$ cat src/rtl/mul_pp_sequencer.sv
// Iterative RV32M multiplier front-end: four 16x16 partial products, low-word sum via an external carry detector.
// Optional build macro MUL_EARLY_OUT_EN: a zero operand skips straight to DONE with a zero result.
module mul_pp_sequencer #(
    parameter int XLEN = 32
) (
    input  logic            clk_i,
    input  logic            rst_i,
    input  logic            start_i,
    input  logic [1:0]      op_i,
    input  logic [XLEN-1:0] a_i,
    input  logic [XLEN-1:0] b_i,
    output logic            ready_o,
    output logic            valid_o,
    output logic [XLEN-1:0] result_o,
    input  logic            ack_i,
    output logic [XLEN-1:0] co_a_o,
    output logic [XLEN-1:0] co_b_o,
    output logic [XLEN-1:0] co_c_o,
    output logic [XLEN-1:0] co_d_o,
    input  logic [1:0]      co_i
);

    localparam int HALF = XLEN / 2;
    localparam logic [XLEN-1:0]   ONE_X  = 1;
    localparam logic [2*XLEN-1:0] ONE_2X = 1;

    typedef enum logic [2:0] {IDLE, PP0, PP1, PP2, PP3, COMB, SIGN, DONE} state_t;

    state_t          state_q, state_d;
    logic [1:0]      op_q, op_d;
    logic            neg_q, neg_d;
    logic [XLEN-1:0] magA_q, magA_d, magB_q, magB_d;
    logic [XLEN-1:0] pll_q, pll_d, plh_q, plh_d, phl_q, phl_d, phh_q, phh_d;
    logic [XLEN-1:0] hi_q, hi_d, lo_q, lo_d;

    logic            signedA, signedB, negA, negB, zeroOp;
    logic [XLEN-1:0] absA, absB;
    logic [HALF-1:0] mulX, mulY;
    logic [XLEN-1:0] halfProd;
    logic [XLEN-1:0] coB, coC, sumLo, sumHi;
    logic [2*XLEN-1:0] negProd;

    // Operand magnitudes and result sign are fixed at accept time.
    assign signedA = (op_i == 2'b01) || (op_i == 2'b10);
    assign signedB = (op_i == 2'b01);
    assign negA    = signedA & a_i[XLEN-1];
    assign negB    = signedB & b_i[XLEN-1];
    assign absA    = negA ? (~a_i + ONE_X) : a_i;
    assign absB    = negB ? (~b_i + ONE_X) : b_i;

`ifdef MUL_EARLY_OUT_EN
    assign zeroOp = (a_i == '0) || (b_i == '0);
`else
    assign zeroOp = 1'b0;
`endif

    assign coB     = {plh_q[HALF-1:0], {HALF{1'b0}}};
    assign coC     = {phl_q[HALF-1:0], {HALF{1'b0}}};
    assign sumLo   = pll_q + coB + coC;
    assign sumHi   = phh_q + {{HALF{1'b0}}, plh_q[XLEN-1:HALF]}
                   + {{HALF{1'b0}}, phl_q[XLEN-1:HALF]}
                   + {{(XLEN-2){1'b0}}, co_i};
    assign negProd = ~{hi_q, lo_q} + ONE_2X;

    // The single half-width multiplier is shared across PP0..PP3 by steering its inputs.
    always_comb begin
        mulX = magA_q[HALF-1:0];
        mulY = magB_q[HALF-1:0];
        case (state_q)
            PP1: mulY = magB_q[XLEN-1:HALF];
            PP2: mulX = magA_q[XLEN-1:HALF];
            PP3: begin
                mulX = magA_q[XLEN-1:HALF];
                mulY = magB_q[XLEN-1:HALF];
            end
            default: ;
        endcase
        halfProd = mulX * mulY;
    end

    always_ff @(posedge clk_i or posedge rst_i) begin
        if (rst_i) begin
            state_q <= IDLE;
            op_q    <= '0;
            neg_q   <= 1'b0;
            magA_q  <= '0;
            magB_q  <= '0;
            pll_q   <= '0;
            plh_q   <= '0;
            phl_q   <= '0;
            phh_q   <= '0;
            hi_q    <= '0;
            lo_q    <= '0;
        end else begin
            state_q <= state_d;
            op_q    <= op_d;
            neg_q   <= neg_d;
            magA_q  <= magA_d;
            magB_q  <= magB_d;
            pll_q   <= pll_d;
            plh_q   <= plh_d;
            phl_q   <= phl_d;
            phh_q   <= phh_d;
            hi_q    <= hi_d;
            lo_q    <= lo_d;
        end
    end

    always_comb begin
        state_d  = state_q;
        op_d     = op_q;
        neg_d    = neg_q;
        magA_d   = magA_q;
        magB_d   = magB_q;
        pll_d    = pll_q;
        plh_d    = plh_q;
        phl_d    = phl_q;
        phh_d    = phh_q;
        hi_d     = hi_q;
        lo_d     = lo_q;
        ready_o  = 1'b0;
        valid_o  = 1'b0;
        result_o = '0;
        co_a_o   = '0;
        co_b_o   = '0;
        co_c_o   = '0;
        co_d_o   = '0;

        case (state_q)
            IDLE: begin
                ready_o = 1'b1;
                if (start_i) begin
                    op_d    = op_i;
                    neg_d   = negA ^ negB;
                    magA_d  = absA;
                    magB_d  = absB;
                    pll_d   = '0;
                    plh_d   = '0;
                    phl_d   = '0;
                    phh_d   = '0;
                    hi_d    = '0;
                    lo_d    = '0;
                    state_d = zeroOp ? DONE : PP0;
                end
            end
            PP0: begin
                pll_d   = halfProd;
                state_d = PP1;
            end
            PP1: begin
                plh_d   = halfProd;
                state_d = PP2;
            end
            PP2: begin
                phl_d   = halfProd;
                state_d = PP3;
            end
            PP3: begin
                phh_d   = halfProd;
                state_d = COMB;
            end
            COMB: begin
                co_a_o  = pll_q;
                co_b_o  = coB;
                co_c_o  = coC;
                lo_d    = sumLo;
                hi_d    = sumHi;
                state_d = SIGN;
            end
            SIGN: begin
                if (neg_q) begin
                    {hi_d, lo_d} = negProd;
                end
                state_d = DONE;
            end
            DONE: begin
                valid_o  = 1'b1;
                result_o = (op_q == 2'b00) ? lo_q : hi_q;
                if (ack_i) begin
                    state_d = IDLE;
                end
            end
            default: state_d = IDLE;
        endcase
    end

endmodule
$ cat config.mk
export PLATFORM = sky130hd
export DESIGN_NAME = mul_pp_sequencer
export DESIGN_NICKNAME = d
export VERILOG_FILES = /design/src/rtl/mul_pp_sequencer.sv
export SDC_FILE = /design/constraint.sdc
export NUM_CORES = 2
export LEC_CHECK = 0
export ABC_CLOCK_PERIOD_IN_PS = 22200
export CAP_MARGIN = 20
export CORE_MARGIN = 3
export CORE_UTILIZATION = 30
export CTS_CLUSTER_DIAMETER = 40
export CTS_CLUSTER_SIZE = 8
export DETAILED_ROUTE_END_ITERATION = 12
export GPL_TIMING_DRIVEN = 0
export PLACE_DENSITY_LB_ADDON = 0.15
export SLEW_MARGIN = 20
export SYNTH_ARGS = -nofsm -noshare
export SYNTH_HDL_FRONTEND = slang
export SYNTH_SLANG_ARGS = --single-unit
$ cat constraint.sdc
create_clock -name clk_i -period 22.2 [get_ports clk_i]
set_clock_uncertainty 0.05 [all_clocks]
set_input_delay 3.33 -clock clk_i [delete_from_list [all_inputs] [get_ports clk_i]]
set_output_delay 3.33 -clock clk_i [all_outputs]
set_load 0.05 [all_outputs]
==> run_results.csv <==
group,metric,value,unit
timing,setup_violations,0,
detailed_routing,vias,21730,
critical_path,slowest_delay,0.90,ns
detailed_routing,wl_per_cell,22.39,um
clock_network,insertion_delay,0.62,ns
critical_path,crit_top_cell,"fa_1",
synthesis,yosys_warnings,0,
timing,min_period_over_period,0.4941,
timing,hold_viol_final,0,
timing,worstMarginPinSlew,1.155,ns
timing,rsz0062_at_grt,"false",
critical_path,worst_setup_path_end_kind,"flop",
critical_path,crit_start,"state_q[2]$_DFFE_PP0P_",
floorplan,core,82370,sq um
critical_path,criticalPathCategory,"reg2reg",
global_routing,grt_overflow,0,
clock_network,cts_buffer_depth,3,
synthesis,syn_inst,2876,
placed_design,portBuffers,168,
placed_design,dp_slack,11.25,ns
synthesis,synth_edf_count,0,
detailed_routing,drt_iter0_drc,1584,
floorplan,die_area,87030,sq um
synthesis,yosys.area.top_type,"dfrtp_1",
floorplan,die_w,295.0,um
critical_path,crit_fanout,10,
critical_path,crit_end,"plh_q[28]$_DFFE_PP0P_",
run,cap_violations,0,
critical_path,cp-start-kind,"flop",
clock_network,cts_buffers,54,
placed_design,gp_congestion,0.8969,
clock_network,tritoncts,"built",
synthesis,ys_ff_latch,262,
cells_and_area,insertedDiodeCount,0,
floorplan,io_pins,234,
clock_network,cts.repair.resized,0,
critical_path,cp.arrival,11.42,ns
synthesis,synth_top_area_frac,0.2616,
clock_network,cts_num_sinks,262,
detailed_routing,drc,0,
cells_and_area,drive_gt1_frac,0.06925,
timing,finalSetupTns,0,ns
global_routing,grt_use_total,0.2183,
global_routing,antenna_found_initial,1,
detailed_routing,ant_nets,0,
detailed_routing,post_drt_via_cell_ratio,5.082,
clock_network,post_cts_buffers,0,
placed_design,hpwl,76.90,mm
cells_and_area,synthToLayoutAreaGrowth,20.64,%
synthesis,synth-async-reset-ratio,1.000,
critical_path,r2r-start,"state_q[2]$_DFFE_PP0P_",
synthesis,syn_area,25060,sq um
floorplan,die_y,295.0,um
critical_path,reg2reg_depth,28,
min_path,worst_hold_path_type,"reg2reg",
cells_and_area,layout.nets,3627,
timing,slew_viol_final,0,
timing,max_freq,0.09117,GHz
clock_network,cts_root_buffer,"clkbuf_16",
global_routing,grt_pass1_vias,21820,
critical_path,cp_slowest_cell,"mux2i_1",
status,status,"finished clean",
detailed_routing,drt-pass1-iter-count,5,
clock_network,cts_hold_repair.buffers,0,
timing,period_minus_slack,10.97,ns
global_routing,grt_pass1_wl,142.3,mm
synthesis,ys_seq_area_frac,0.2616,
detailed_routing,wl,95.73,mm
synthesis,yosysUniqueCellTypes,71,
floorplan,initial_core_util,0.3042,
clock_network,clk_pin_slew,0.05,ns
timing,max-slew-margin-rel,0.2079,
floorplan,fp-row-count,105,
global_routing,grt_max_degree,92,
critical_path,rrSetupSlack,11.23,ns
timing,fin_ws,11.23,ns
synthesis,synth_area_leaders,"dfrtp_1 (26%), fa_1 (18%), ha_1 (7.9%)",
critical_path,cp.required,22.66,ns
synthesis,syn_avg_cell_area,8.713,sq um
synthesis,synth_ff_type,"dfrtp_1",
clock_network,htreeDepth,2,
critical_path,worstReg2RegEnd,"plh_q[28]$_DFFE_PP0P_",
==> through the flow <==
step	utilization	instance area [sq um]	hold slack (ns)	instances
4_1_cts	0.3670	30230	0.4262	4276
6_report	0.3670	30230	0.4225	4276
3_3_place_gp	0.3437	28310	0.4085	4177
3_5_place_dp	0.3453	28440	0.4158	4182
5_1_grt	0.3670	30230	0.4494	4276
2_1_floorplan	-	25290	0.3918	2939
==> registers in the layout, summed over array words and instances, names as in the netlist <==
name	cells
lo_q	32
phh_q	32
state_q	3
phl_q	32
plh_q	32
magA_q	32
pll_q	32
op_q	2
magB_q	32
neg_q	1
hi_q	32
==> kinds of logic (layout without fill, tap and decap cells) <==
logic type,after synthesis,after routing,share of synthesized area
other,1,64,0.0001497
adders and majority gates,387,387,0.2615
buffers and inverters,466,733,0.07989
xor gates and xnor gates,124,124,0.04334
muxes,63,63,0.02666
and+or+nand+nor,979,979,0.1780
DFF,262,262,0.2616
AOI/OAI and AO/OA,594,594,0.1488
==> cell type report <==
cell class	count	area [sq um]
Sequential cell	262	6556
Multi-Input combinational cell	2211	16760
Inverter	274	1036
Timing Repair Buffer	173	1779
Buffer	192	973.4
Tap cell	1070	1339
Clock buffer	71	1556
Clock inverter	23	230.2
Fill cell	8493	52140
==> metal layers <==
metal / track usage / up-vias / wire length (um)
met2: 0.3670 / 641 / 45170
met1: 0.2978 / 10770 / 43350
met5: 0 / - / 0
met4: 0.05765 / 0 / 2533
li1: - / 10210 / -
met3: 0.02734 / 109 / 4667
==> worst max-delay path: cells and delay by family (launching register included) <==
kind | cells | cell delay (ns)
fa+ha+maj | 7 | 3.47
compound gates | 7 | 3.26
buf+inv | 9 | 2.20
mux | 1 | 0.90
simple gates | 4 | 0.60
flops | 1 | 0.36
==> layout by cell type (no fill, tap or decap), types with 14 or more instances in the layout <==
| cell type | synthesis | routed |
|---|---|---|
| a22o_1 | 82 | 82 |
| xnor2_1 | 72 | 72 |
| nor4_1 | 19 | 19 |
| o31ai_1 | 18 | 18 |
| fa_1 | 228 | 228 |
| a21o_1 | 28 | 28 |
| xor2_1 | 52 | 52 |
| clkdlybuf4s50_1 | 0 | 168 |
| or4_1 | 17 | 17 |
| a21oi_1 | 140 | 140 |
| nand3_1 | 48 | 48 |
| ha_1 | 159 | 159 |
| nand2_1 | 410 | 410 |
| inv_1 | 274 | 273 |
| nor2_1 | 239 | 239 |
| mux2_2 | 30 | 30 |
| a211oi_1 | 14 | 14 |
| clkbuf_1 | 117 | 121 |
| clkbuf_16 | 0 | 55 |
| buf_4 | 64 | 66 |
| dfrtp_1 | 262 | 262 |
| or3_1 | 28 | 28 |
| nand2b_1 | 19 | 19 |
| o21ai_0 | 202 | 202 |
| conb_1 | 1 | 64 |
| o211ai_1 | 14 | 14 |
| and3_1 | 76 | 76 |
| nor3_1 | 62 | 62 |
| mux2i_1 | 33 | 31 |
==> how the worst min path moves through the flow <==
stage / startpoint / end / slack, ns / cells past startpoint
5_1_grt: magB_q[25]$_DFFE_PP0P_ / magB_q[25]$_DFFE_PP0P_ / 0.45 / 2
3_3_place_gp: pll_q[10]$_DFFE_PP0P_ / pll_q[10]$_DFFE_PP0P_ / 0.41 / 2
6_report: pll_q[10]$_DFFE_PP0P_ / pll_q[10]$_DFFE_PP0P_ / 0.42 / 2
2_1_floorplan: pll_q[10]$_DFFE_PP0P_ / pll_q[10]$_DFFE_PP0P_ / 0.39 / 2
3_5_place_dp: pll_q[10]$_DFFE_PP0P_ / pll_q[10]$_DFFE_PP0P_ / 0.42 / 2
4_1_cts: pll_q[10]$_DFFE_PP0P_ / pll_q[10]$_DFFE_PP0P_ / 0.43 / 2
==> synthesized netlist by cell type (all sizes together) (6+ instances only) <==
master,number
xnor2,72
o41ai,6
o31ai,18
mux2,30
and3,76
nand3,48
a21oi,140
nor3b,8
o22ai,10
fa,228
o211ai,14
nor2b,10
dfrtp,262
or2,12
or3,29
o21ai,206
a22o,82
inv,274
nand4,8
or4,19
a22oi,10
o21a,13
nor4,21
nor2,239
xor2,52
nand2b,19
a31oi,13
ha,159
a211oi,14
mux2i,33
nand2,411
clkbuf,118
buf,74
nor3,62
a21o,28
Power is not shown: default switching activity piles up to over one toggle a cycle in this logic, so the estimate is an artifact.
